--- src/rtl/fact_mmio.sv ---
// Memory-mapped factorial engine: N (0..12) in, N! out; registers N/GO/STATUS/RESULT.
// Optional completion interrupt when FACT_IRQ_EN is defined.
module fact_mmio (
  input  logic        clk,
  input  logic        rst,
  input  logic        we,
  input  logic [1:0]  a,
  input  logic [31:0] wd,
  output logic [31:0] rd
`ifdef FACT_IRQ_EN
  ,
  output logic        irq
`endif
);

  typedef enum logic [1:0] {IDLE, LOAD, CALC, DONE} state_t;

  state_t      state_q, state_d;
  logic [3:0]  n_q, n_d;
  logic [3:0]  cnt_q, cnt_d;
  logic [31:0] result_q, result_d;
  logic        done_q, done_d;
  logic        err_q, err_d;
  logic        busy;

  assign busy = (state_q == LOAD) || (state_q == CALC);

  always_comb begin
    state_d  = state_q;
    n_d      = n_q;
    cnt_d    = cnt_q;
    result_d = result_q;
    done_d   = done_q;
    err_d    = err_q;

    if (we && (a == 2'd0) && !busy) begin
      n_d = wd[3:0];
    end

    case (state_q)
      IDLE, DONE: begin
        if (we && (a == 2'd1) && wd[0]) begin
          state_d = LOAD;
          done_d  = 1'b0;
          err_d   = 1'b0;
        end
      end
      LOAD: begin
        // 13! overflows 32 bits, so anything above 12 is rejected up front
        if (n_q > 4'd12) begin
          state_d  = DONE;
          done_d   = 1'b1;
          err_d    = 1'b1;
          result_d = 32'd0;
        end else begin
          state_d  = CALC;
          result_d = 32'd1;
          cnt_d    = n_q;
        end
      end
      CALC: begin
        if (cnt_q > 4'd1) begin
          result_d = result_q * {28'd0, cnt_q};
          cnt_d    = cnt_q - 4'd1;
        end else begin
          state_d = DONE;
          done_d  = 1'b1;
          err_d   = 1'b0;
        end
      end
      default: state_d = IDLE;
    endcase
  end

  always_ff @(posedge clk) begin
    if (rst) begin
      state_q  <= IDLE;
      n_q      <= 4'd0;
      cnt_q    <= 4'd0;
      result_q <= 32'd0;
      done_q   <= 1'b0;
      err_q    <= 1'b0;
    end else begin
      state_q  <= state_d;
      n_q      <= n_d;
      cnt_q    <= cnt_d;
      result_q <= result_d;
      done_q   <= done_d;
      err_q    <= err_d;
    end
  end

`ifdef FACT_IRQ_EN
  logic irq_q;

  // Pulses on the first cycle spent in DONE; a reset abort never reaches DONE.
  always_ff @(posedge clk) begin
    if (rst) begin
      irq_q <= 1'b0;
    end else begin
      irq_q <= (state_q != DONE) && (state_d == DONE);
    end
  end

  assign irq = irq_q;
`endif

  always_comb begin
    rd = 32'd0;
    case (a)
      2'd0: rd = {28'd0, n_q};
      2'd1: rd = {31'd0, busy};
      2'd2: rd = {30'd0, err_q, done_q};
      2'd3: rd = result_q;
      default: rd = 32'd0;
    endcase
  end

endmodule
--- config.mk ---
export PLATFORM = sky130hd
export DESIGN_NAME = fact_mmio
export DESIGN_NICKNAME = d
export VERILOG_FILES = /design/src/rtl/fact_mmio.sv
export SDC_FILE = /design/constraint.sdc
export NUM_CORES = 1
export LEC_CHECK = 0
export CAP_MARGIN = 10
export CORE_ASPECT_RATIO = 1.2
export CORE_MARGIN = 5
export CORE_UTILIZATION = 58
export DETAILED_ROUTE_END_ITERATION = 8
export PLACE_DENSITY = 0.82
export SETUP_SLACK_MARGIN = 0.15
export SLEW_MARGIN = 15
export SYNTH_ARGS = -nofsm -noshare
export SYNTH_HDL_FRONTEND = slang
export SYNTH_SLANG_ARGS = --single-unit
export TNS_END_PERCENT = 20
--- constraint.sdc ---
create_clock -name clk -period 5.2 [get_ports clk]
set_input_delay 1.04 -clock clk [delete_from_list [all_inputs] [get_ports clk]]
set_output_delay 1.04 -clock clk [all_outputs]
set_load 0.1 [all_outputs]
==> qor.txt <==
Pre-antenna DRT Iters: 6
Synthesized instance count: 764
Cell Pwr Density: 171.4 nW/µm²
Crit path time final: 4598 ps
Most frequent CP cell: fa_1
Slew at the pin closest to its max-slew limit: 1148 ps
Total track usage: 0.2495
Worst hold path class: flop to flop
Iteration-0 DRC Markers: 300
Mean Syn Cell Area: 7.679 µm²
Critical Path Start Type: flop
Post-Syn Area: 5867 µm²
Die area: 12,240 µm²
Post-route ant nets: 0
Clk root buf: clkbuf_16
WP data arrival: 4740 ps
TNS Setup: 0 ps
Slew margin rel.: 0.2335
Adder-Cell Fraction of Synth Area: 0.2713
Die Ht: 120.2 µm
GPL Wtd Cong: 0.9323
P_leak: 3.135 nW
Num CTS Buffers: 5
Routed via count: 5,280
Post-CTS resize count: 0
Largest net degree at the start of global routing: 33
WL final: 14.63 mm
Remaining global-route overflow: 0
Largest family of logic cells by synthesized area: adder cells
Inserted Diodes: 0
Fill count: 884
I/O Pins: 69
Vias in the first global route: 5,462
CTS clk-pin slew, worst paths: 60 ps
Top cells by area, synth: fa_1 (19%), dfxtp_1 (15%), and2_1 (9.4%)
CTS tree: yes
Area growth from synthesis to layout: 9.149%
Drt wl/cell: 16.13 µm
Fin util: 0.6430
Synth Register Bits: 44
Initial antenna violation count: 0
Outcome: completed
First-pass GRT wire length: 25.33 mm
Fin Clk Skew: 9.561 ps
Fin nets: 910
Register area share after synthesis: 0.1501
DP HPWL: 11.32 mm
RSZ-0062 raised after global routing: false
CP Max Fanout: 32
Layout cells sized above 1: 0.07554
Final setup vio count: 0
Multiplexer share of the synthesized area: 0.01429
Residual DRC: 0
Post-CTS Hold Buffers: 0
Ys Warns: 0
Clock latency on the worst-skew pair: 290 ps
Peak VDD IR: 0.1303 mV
CTS Sinks: 44
Crit path max-delay cell type: dfxtp_1
Post-synth ARST share: 0
Final Cycle Share: 0.8842
Share of the synthesized area in the top cell type: 0.1945
Fmax: 0.2175 GHz
Worst endpoint required time: 5340 ps
Die width: 101.8 µm
CP Class: flop to flop
CP endpoint kind: flop
Depth of the CTS H-tree: 2
Core Footprint: 9960 µm²
Syn nets: 894
Setup Buffers After CTS: 0
Synth Area in XOR/XNOR: 0.03881
Initial core utilization: 0.5891
Final Max Slew Viols: 0
Port Buffer Count: 40
Synth Flop Type: dfxtp_1
Post-synth EDFFs: 0
Reg2Reg Setup Slack: 600 ps
Multi-input logic area: 4380 µm²
CTS Buffer Depth: 2
Netlist cell types: 53
Fin Hold WS: 496.8 ps
Row cnt: 40
Via-per-instance ratio: 5.821
Cell taking the most area after synthesis: fa_1
Max-Cap Viols: 0
Sequential cell area: 880.8 µm²
Final hold vios: 0
Crit path largest cell delay: 1020 ps
Synth Area in Simple Gates: 0.2585
Complex-gate fraction of the synthesized area: 0.1638
Worst-path cell chain: nand2_1 -> fa_1 -> fa_1 -> inv_1 -> fa_1 -> a21o_1 -> a21oi_1 -> o21ai_1 -> a21oi_1 -> nor3_1 -> o21ai_2 -> xor2_1 -> o21ai_1
## routing by layer
layer  part of all wire  vias to the layer above  track usage
met5                  0                        -            0
met4              0.017                        0      0.05660
met3              0.055                       26      0.03001
met2               0.53                      150       0.4591
met1               0.40                     2583       0.3076
li1                   -                     2521            -
## registers in the layout, indices dropped and copies added, names as in the netlist
signal / flops
cnt_q: 4
done_q: 1
err_q: 1
n_q: 4
result_q: 32
state_q: 2
## critical path, delay by kind of cell (launching register included)
kind                     cells  cell delay (ps)
AND/OR/NAND/NOR              2              360
XOR/XNOR                     1              170
buffers and inverters        1               70
flip-flops                   1             1020
AO/OA/AOI/OAI                6             1250
adder cells (fa/ha/maj)      3             1560
## cells in the final DEF, fill, tap and decap left out, types with 9 or more instances in the layout
cell type,n
inv_1,120
and2_1,88
nand2_1,66
fa_1,57
nor2_1,45
dfxtp_1,44
a21oi_1,43
buf_4,40
ha_1,36
and3_1,32
o21ai_0,29
xnor2_1,15
nand3_1,14
a22oi_1,12
xor2_1,11
nor3_1,11
a21o_1,10
o21bai_1,9
## Yosys cell counts, types with 2 or more instances
cell       instances
nand2b_1           4
nand4b_1           3
a31oi_1            2
dfxtp_1           44
nor2b_1            7
o2111ai_1          2
xnor2_1           15
inv_1            120
xor2_1            11
or3_1              3
or2_2              2
nand3_1           14
or4_1              4
and2_1            88
mux2i_1            5
a211oi_1           3
o31ai_1            3
and3_1            32
a22o_1             7
ha_1              36
o21ai_1            3
a22oi_1           12
clkbuf_1          37
nor2_1            45
nand2_1           66
nor3_1            11
a221oi_2           2
a32o_1             2
o21ai_0           29
o21a_1             4
fa_1              57
a21oi_1           43
o21bai_1           9
nand4_1            8
o211ai_1           4
a21o_1            10
## stage by stage
stage / worst slack (ps) / area [µm²] / power, mW / cells
floorplan: 1383 / 5867 / 0.6495 / 764
CTS: 655.4 / 6404 / 1.096 / 907
global placement: 812.0 / 6250 / 0.7530 / 899
detailed placement: 679.8 / 6250 / 0.7698 / 899
global route: 202.4 / 6404 / 1.156 / 907
finish: 601.9 / 6404 / 1.098 / 907
## layout make-up
cell class / count / share of cell area
inverter: 120 / 0.07034
tap: 126 / 0.02462
timing repair buffer: 48 / 0.05940
clock inverter: 2 / 0.002345
sequential: 44 / 0.1376
multi-input combinational: 561 / 0.6841
clock buffer: 6 / 0.02169
## logic make-up after synthesis
| kind of cell | Yosys count |
|---|---|
| flops | 44 |
| mux | 7 |
| xor+xnor | 26 |
| simple gates | 289 |
| fa+ha+maj | 93 |
| buf+inv | 159 |
| compound gates | 146 |
## worst paths after layout
check | depth (start not counted) | endpoint | startpoint
max | 13 | result_q[24] | cnt_q[3]
min | 2 | done_q | done_q
max reg2reg | 13 | result_q[24] | cnt_q[3]
min reg2reg | 2 | done_q | done_q
## power by group
part	leakage, nW	internal, mW	switching [mW]
sequential	0.355	0.359	0.0777
clock	0.0691	0.191	0.138
combinational	2.71	0.107	0.225
(Power assumes the default switching activity.)
